[config.mk]
export PLATFORM = sky130hd
export DESIGN_NAME = power_accumulator
export DESIGN_NICKNAME = d
export VERILOG_FILES = /design/src/rtl/power_acc_pkg.sv /design/src/rtl/peak_tracker.sv /design/src/rtl/power_accumulator.sv
export SDC_FILE = /design/constraint.sdc
export NUM_CORES = 1
export LEC_CHECK = 0
export CORE_AREA = 2 2 110 112
export CTS_CLUSTER_DIAMETER = 80
export DETAILED_ROUTE_END_ITERATION = 12
export DIE_AREA = 0 0 112 114
export GPL_ROUTABILITY_DRIVEN = 0
export PLACE_DENSITY = 0.54
export SLEW_MARGIN = 10
export SYNTH_ARGS = -nofsm -noshare
export SYNTH_HDL_FRONTEND = slang
export SYNTH_SLANG_ARGS = --single-unit
[constraint.sdc]
create_clock -name clk -period 3.01 [get_ports clk]
set_clock_uncertainty 0.05 [all_clocks]
set_input_delay 0.7525 -clock clk [delete_from_list [all_inputs] [get_ports clk]]
set_output_delay 0.7525 -clock clk [all_outputs]
set_load 0.03 [all_outputs]
[src/rtl/power_acc_pkg.sv]
// Shared types and constants for the power-sample block accumulator.
// Covers the base block and the optional peak tracker (POWER_ACC_PEAK_TRACK_EN).
package power_acc_pkg;

    typedef enum logic {
        ACCUM = 1'b0,
        HOLD  = 1'b1
    } acc_state_e;

    localparam int IN_W_DEF   = 20;
    localparam int MAX_SAMPLE = 810000;

    // A block of 2^n_log2 samples of in_w bits can never exceed in_w+n_log2 bits.
    function automatic int sum_width(input int in_w, input int n_log2);
        return in_w + n_log2;
    endfunction

endpackage

[src/rtl/peak_tracker.sv]
// Running maximum over a block of samples. It is cleared at the end of each block,
// and the block maximum is kept in a result register. Built only with POWER_ACC_PEAK_TRACK_EN.
`ifdef POWER_ACC_PEAK_TRACK_EN
module peak_tracker #(
    parameter int W = 20
) (
    input  logic         clk,
    input  logic         rst,
    input  logic         clear,
    input  logic         strobe,
    input  logic         last,
    input  logic [W-1:0] data,
    output logic [W-1:0] peak_o
);

    logic [W-1:0] pk_q;
    logic [W-1:0] peak_q;
    logic [W-1:0] max_d;

    always_comb begin
        max_d = (data > pk_q) ? data : pk_q;
    end

    // clear drops the running max but leaves the last published peak visible.
    always_ff @(posedge clk) begin
        if (rst) begin
            pk_q   <= '0;
            peak_q <= '0;
        end else if (clear) begin
            pk_q   <= '0;
        end else if (strobe) begin
            if (last) begin
                peak_q <= max_d;
                pk_q   <= '0;
            end else begin
                pk_q   <= max_d;
            end
        end
    end

    assign peak_o = peak_q;

endmodule
`endif

[src/rtl/power_accumulator.sv]
// Sums blocks of 2^N_LOG2 power samples and then holds the sum and the mean until the sink takes them.
// Optional block-maximum output: define POWER_ACC_PEAK_TRACK_EN.
module power_accumulator
    import power_acc_pkg::*;
#(
    parameter int  IN_W   = IN_W_DEF,
    parameter int  N_LOG2 = 4,
    localparam int SUM_W  = sum_width(IN_W, N_LOG2)
) (
    input  logic              clk,
    input  logic              rst,
    input  logic              clear,
    input  logic              in_valid,
    input  logic [IN_W-1:0]   in_data,
    output logic              in_ready,
    output logic              out_valid,
    input  logic              out_ready,
    output logic [SUM_W-1:0]  sum_out,
    output logic [IN_W-1:0]   mean_out
`ifdef POWER_ACC_PEAK_TRACK_EN
    ,
    output logic [IN_W-1:0]   peak_out
`endif
);

    localparam logic [N_LOG2-1:0] CNT_LAST = '1;
    localparam logic [N_LOG2-1:0] CNT_ONE  = N_LOG2'(1);

    acc_state_e        state_q;
    logic [SUM_W-1:0]  acc_q;
    logic [N_LOG2-1:0] cnt_q;
    logic [SUM_W-1:0]  sum_q;
    logic [IN_W-1:0]   mean_q;

    logic              accept_d;
    logic              last_d;
    logic [SUM_W-1:0]  acc_sum_d;

    always_comb begin
        accept_d  = in_valid && (state_q == ACCUM);
        last_d    = accept_d && (cnt_q == CNT_LAST);
        acc_sum_d = acc_q + SUM_W'(in_data);
    end

    // The handshake flags come straight from the state register, so neither one
    // has a combinational path from the other side of the interface.
    always_ff @(posedge clk) begin
        if (rst) begin
            state_q <= ACCUM;
            acc_q   <= '0;
            cnt_q   <= '0;
            sum_q   <= '0;
            mean_q  <= '0;
        end else if (clear) begin
            state_q <= ACCUM;
            acc_q   <= '0;
            cnt_q   <= '0;
        end else begin
            case (state_q)
                ACCUM: begin
                    if (last_d) begin
                        sum_q   <= acc_sum_d;
                        mean_q  <= acc_sum_d[SUM_W-1:N_LOG2];
                        acc_q   <= '0;
                        cnt_q   <= '0;
                        state_q <= HOLD;
                    end else if (accept_d) begin
                        acc_q   <= acc_sum_d;
                        cnt_q   <= cnt_q + CNT_ONE;
                    end
                end
                HOLD: begin
                    if (out_ready) begin
                        state_q <= ACCUM;
                    end
                end
                default: state_q <= ACCUM;
            endcase
        end
    end

    assign in_ready  = (state_q == ACCUM);
    assign out_valid = (state_q == HOLD);
    assign sum_out   = sum_q;
    assign mean_out  = mean_q;

`ifdef POWER_ACC_PEAK_TRACK_EN
    peak_tracker #(
        .W      (IN_W)
    ) u_peak (
        .clk    (clk),
        .rst    (rst),
        .clear  (clear),
        .strobe (accept_d),
        .last   (last_d),
        .data   (in_data),
        .peak_o (peak_out)
    );
`endif

endmodule

==> results of run 1 <==
==> placed cells by master, fill, tap and decap left out, types with 4 or more instances in the layout <==
cell type / netlist / routed
clkdlybuf4s50_1: 0 / 70
buf_4: 20 / 62
nand2_1: 54 / 54
dfxtp_1: 53 / 53
a21oi_1: 43 / 43
nor2_1: 27 / 27
nand3_1: 27 / 27
ha_1: 21 / 21
o21ai_0: 15 / 15
a21o_1: 13 / 13
nor3_1: 12 / 12
inv_1: 10 / 10
and3_1: 8 / 8
mux2i_1: 7 / 7
and2_1: 6 / 6
o31ai_1: 6 / 6
o211ai_1: 5 / 5
o21a_1: 5 / 5
or3_1: 5 / 5
a211oi_1: 6 / 5
clkbuf_16: 0 / 5
nand4_1: 4 / 4
nand2b_1: 4 / 4
a32oi_1: 4 / 4
a31oi_1: 4 / 4
xor2_1: 4 / 4
==> per-layer routing <==
metal | share of wire | up-vias | global-route usage
met3 | 0.044 | 14 | 0.0234
met2 | 0.46 | 86 | 0.263
met5 | 0 | - | 0
met1 | 0.48 | 1663 | 0.225
li1 | - | 1809 | -
met4 | 0.022 | 0 | 0.0585
==> cells in the mapped netlist, types with 8 or more instances <==
| library cell | count | area share |
|---|---|---|
| a21oi_1 | 43 | 0.061 |
| a21o_1 | 13 | 0.028 |
| ha_1 | 21 | 0.075 |
| buf_4 | 20 | 0.043 |
| nand3_1 | 27 | 0.038 |
| nor2_1 | 27 | 0.029 |
| inv_1 | 10 | 0.011 |
| nor3_1 | 12 | 0.017 |
| dfxtp_1 | 53 | 0.30 |
| clkbuf_1 | 13 | 0.014 |
| o21ai_0 | 15 | 0.021 |
| and3_1 | 8 | 0.014 |
| buf_2 | 8 | 0.011 |
| nand2_1 | 54 | 0.058 |
==> registers in the layout (all words and copies together) (netlist names) <==
register,flops
acc_q,24
cnt_q,4
out_valid,1
sum_out,24
==> report_power, final <==
part | switching (mW) | internal [mW]
Clock | 0.286 | 0.395
Sequential | 0.00822 | 0.714
Combinational | 0.181 | 0.164
==> worst max-delay path, stage by stage <==
cell             delay [ns]
clkdlybuf4s50_1        0.41
ha_1                   0.24
fa_2                   0.37
a21o_1                 0.21
a221oi_4               0.31
buf_4                  0.18
o21ai_0                0.07
a21o_1                 0.21
mux2i_1                0.13
a31o_2                 0.21
==> kinds of logic (layout without fill, tap and decap cells) <==
group / count (synthesis) / count (layout) / share of synthesized area
XOR/XNOR: 7 / 7 / 0.0174
buffers and inverters: 51 / 151 / 0.0787
AND/OR/NAND/NOR: 164 / 164 / 0.230
AO/OA/AOI/OAI: 135 / 135 / 0.271
adder cells (fa/ha/maj): 22 / 22 / 0.0805
multiplexers: 7 / 7 / 0.0199
flip-flops: 53 / 53 / 0.302
==> worst max path at each step <==
stage	depth (start not counted)	to
final	10	sum_out[8]
after global routing	8	acc_q[16]
after CTS	9	acc_q[18]
after detailed placement	9	acc_q[18]
after global placement	9	acc_q[18]
after floorplan	8	sum_out[14]
==> stage by stage <==
stage / TNS [ns] / utilization / setup slack (ns)
finish: 0 / 0.412 / 0.0779
global route: -0.00246 / 0.412 / -0.00170
CTS: 0 / 0.410 / 0.0330
detailed placement: -4.85 / 0.395 / -0.308
global placement: -4.27 / 0.395 / -0.308
floorplan: 0 / - / 0.211
==> repair_timing <==
item                       in CTS  in global routing
hold buffers                    0                  0
gates resized for setup         1                  3
buffers inserted                0                  1
pin swaps                       1                  5
setup endpoints to repair       1                 12
==> final cells by class <==
class | count | area [um2]
Multi-Input combinational cell | 335 | 2190
Clock buffer | 5 | 125
Inverter | 10 | 37.5
Clock inverter | 3 | 46.3
Sequential cell | 53 | 1060
Fill cell | 1209 | 6890
Tap cell | 147 | 184
Timing Repair Buffer | 133 | 1180
==> results.yml, run 1 <==
run_status:
  outcome: "finished clean"
setup_path:
  cp.arrival_ns: 3.09
  critPathLaunchType: "input pin"
  critPathKind: "in -> reg"
  reg2reg_from: "acc_q[0]"
  critPathLaunch: "in_data[0]"
  end_kind: "flop"
  crit_fanout: 3
  reg2reg_depth: 9
  crit_required_ns: 3.16
  r2r_slack_ns: 0.64
  rr_endpoint: "sum_out[8]"
clock_tree:
  cts.sinks: 53
  h-tree-depth: 2
  numCtsBuffers: 5
  clk_pin_slew_ns: 0.08
  cts_tree: "done"
  clockBufferDepth: 2
  clock_latency_ns: 0.30
  root_buffer: "clkbuf_16"
pwr:
  power.total_mw: 1.75
  leakagePower_nw: 1.95
  powerDensity_mw_per_mm2: 362
  power.ir.vdd_worst_mv: 0.215
place:
  hpwl_um: 8030
  placed_area_mm2: 0.00463
  dpl.cell_count: 677
  numPortBuffers: 70
routing:
  drt-initial-drc-count: 123
  ant_nets: 0
  detail_route.wl_per_cell_um: 15.3
  vias: 3572
  via_per_inst: 5.21
  first_pass_iters: 4
  routed_wirelength_um: 10500
  drc: 0
logic_synthesis:
  syn-instance-count: 439
  synth.distinct_cells: 61
  synth-edff-count: 0
  ys_ff_latch: 53
  syn_avg_cell_area_um2: 8.01
  ys_seq_area_frac: 0.302
  async_flop_share: 0
  synth_nets: 486
  ys.flop_type: "dfxtp_1"
  synth_area_mm2: 0.00351
  yosysWarnings: 0
die:
  chipHeight_um: 114
  core_mm2: 0.0117
  die-area_mm2: 0.0128
  ios: 71
  fp.dieW_um: 112
  initial_core_util: 0.300
  row_count: 40
final_layout:
  diodes: 0
  fin_nets: 585
  area_growth_pct: 37.2
  fin_cells: 686
  drive_above_1_share: 0.165
  design_area_mm2: 0.00482
global_route:
  grt_usage: 0.164
  grt_pass1_wl_um: 16800
  antenna_found_initial: 0
  grt_pass1_vias: 3349
  grt_overflow: 0
  grt_max_degree: 20
hold_path:
  min_path_type: "reg -> reg"
  worstHoldStart: "sum_out[3]"
  worstHoldEndpoint: "sum_out[3]"
  min_path_cells: 2
timing:
  final_hold_viol_count: 0
  min_period_ns: 2.93
  rsz0062_at_grt: "true"
  slew_violations: 0
  tightest_slew_ns: 0.630
  max_freq_mhz: 341
  setup_violations: 0
  slew_headroom: 0.578
  holdWs_ns: 0.406
  period_share: 0.974
job:
  drv_cap: 0
Power figures use the tool's default switching activity.
==> inputs of run 2 (changes only) <==
- SKIP_LAST_GASP: unset -> 1
- TNS_END_PERCENT: unset -> 5
==> run 2 against run 1 <==
Setup slack lost 0.0032 ns. Combinational power is essentially flat. Sequential share of layout area is essentially flat. Total power shrank 0.12%. Sequential cell count is the same. Clock power is essentially flat. Non-clock buffer count is the same. Maximum frequency shrank 0.11%. Register-to-register slack is essentially flat. First-iteration DRC count shrank 8.1%. Die area is the same. Via count grew 0.11%. Critical path type unchanged. Critical endpoint unchanged. Highest routed layer unchanged.
==> results.yml, run 2 (same netlist as run 1, synthesis figures left out) <==
final_layout:
  fin_util: 0.411
  drive_above_1_share: 0.163
  final_cell_mix: "70 x clkdlybuf4s50_1, 62 x buf_4, 54 x nand2_1, 53 x dfxtp_1, 43 x a21oi_1"
  fin_cells: 686
  area_growth_pct: 37.0
  multi_input_area_mm2: 0.00218
  fin_nets: 585
  seq_area_mm2: 0.00106
  final_common_cell: "clkdlybuf4s50_1"
  diodes: 0
  fillers: 1210
place:
  dpl.cell_count: 677
  numPortBuffers: 70
  hpwl_um: 8030
setup_path:
  critPathLaunchType: "input pin"
  rr_endpoint: "sum_out[8]"
  crit_fanout: 3
  crit_required_ns: 3.16
  cp.arrival_ns: 3.09
  reg2reg_from: "acc_q[0]"
  end_kind: "flop"
  critPathKind: "in -> reg"
  reg2reg_depth: 9
  r2r_slack_ns: 0.64
global_route:
  antenna_found_initial: 0
  grt_max_degree: 20
  grt_pass1_vias: 3349
  grt_overflow: 0
  grt_pass1_wl_um: 16800
  grt_usage: 0.164
routing:
  drc: 0
  drt-initial-drc-count: 113
  via_per_inst: 5.21
  first_pass_iters: 4
  ant_nets: 0
  vias: 3576
  routed_wirelength_um: 10500
  detail_route.wl_per_cell_um: 15.3
pwr:
  leakagePower_nw: 1.95
  power.total_mw: 1.75
  power.ir.vdd_worst_mv: 0.215
  powerDensity_mw_per_mm2: 362
clock_tree:
  clockBufferDepth: 2
  clk_pin_slew_ns: 0.08
  cts.sinks: 53
  cts_tree: "done"
  root_buffer: "clkbuf_16"
  h-tree-depth: 2
  numCtsBuffers: 5
  clock_latency_ns: 0.30
  ctsHoldBuffers: 0
hold_path:
  worstHoldEndpoint: "sum_out[3]"
  worstHoldStart: "sum_out[3]"
  min_path_type: "reg -> reg"
  min_path_cells: 2
die:
  initial_core_util: 0.300
  row_count: 40
  core_mm2: 0.0117
  chipHeight_um: 114
  ios: 71
  die-area_mm2: 0.0128
  fp.dieW_um: 112
timing:
  finalSetupTns_ns: 0
  period_share: 0.975
  final_hold_viol_count: 0
  tightest_slew_ns: 0.601
  slew_violations: 0
  setup_violations: 0
  min_period_ns: 2.94
  max_freq_mhz: 341
  rsz0062_at_grt: "true"
  slew_headroom: 0.598
job:
  drv_cap: 0
run_status:
  outcome: "finished clean"
[run 2: cell type report]
| cell class | instances | share of cell area |
|---|---|---|
| clock buffers | 5 | 0.0260 |
| clock inverters | 3 | 0.00961 |
| inverters | 10 | 0.00779 |
| multi-input cells | 335 | 0.454 |
| flip-flops and latches | 53 | 0.220 |
| well taps | 147 | 0.0382 |
| repair buffers | 133 | 0.244 |
[run 2: worst max-delay path by stage]
stage | start | end | cells after the start
after floorplan | in_data[0] | sum_out[14] | 8
after global placement | in_data[0] | acc_q[18] | 9
after detailed placement | in_data[0] | acc_q[18] | 9
after CTS | in_data[0] | acc_q[18] | 9
after global routing | in_data[11] | sum_out[20] | 7
final | in_data[0] | sum_out[8] | 10
[run 2: layer usage]
| metal | part of all wire | wire [um] | track usage |
|---|---|---|---|
| met1 | 0.47 | 4960 | 0.225 |
| met3 | 0.048 | 498 | 0.0234 |
| met4 | 0.022 | 234 | 0.0585 |
| met5 | 0 | 0 | 0 |
| met2 | 0.46 | 4780 | 0.263 |
[run 2: through the flow]
step                      area [um2]  hold WS, ns  setup WS (ns)
after floorplan                 3510        0.379          0.211
after global placement          4630        0.390         -0.308
after detailed placement        4630        0.399         -0.308
after CTS                       4800        0.411         0.0330
after global routing            4820        0.430       -0.00707
final                           4820        0.406         0.0747
[run 2: worst max-delay path, cell delays in order]
cell and delay, ns:
clkdlybuf4s50_1 0.41, ha_1 0.24, fa_2 0.37, a21o_1 0.21
a221oi_4 0.31, buf_4 0.18, o21ai_0 0.07, a21o_1 0.21
mux2i_1 0.13, a31o_2 0.21
[run 2: timing repair]
item,in CTS,in global routing
setup endpoints to repair,1,12
resized for setup,1,2
setup buffers,0,1
pin swaps,1,4
[run 2: power by group]
group          total, mW  switching [mW]  internal [mW]
Clock              0.679           0.285          0.395
Sequential         0.722         0.00819          0.714
Combinational      0.344           0.180          0.164
Total               1.75           0.473           1.27
==> inputs of run 3 (changes only) <==
- SETUP_SLACK_MARGIN: unset -> 0.02
==> results of run 3 <==
The final DEF is identical to that of run 1; final timing and power are the same.
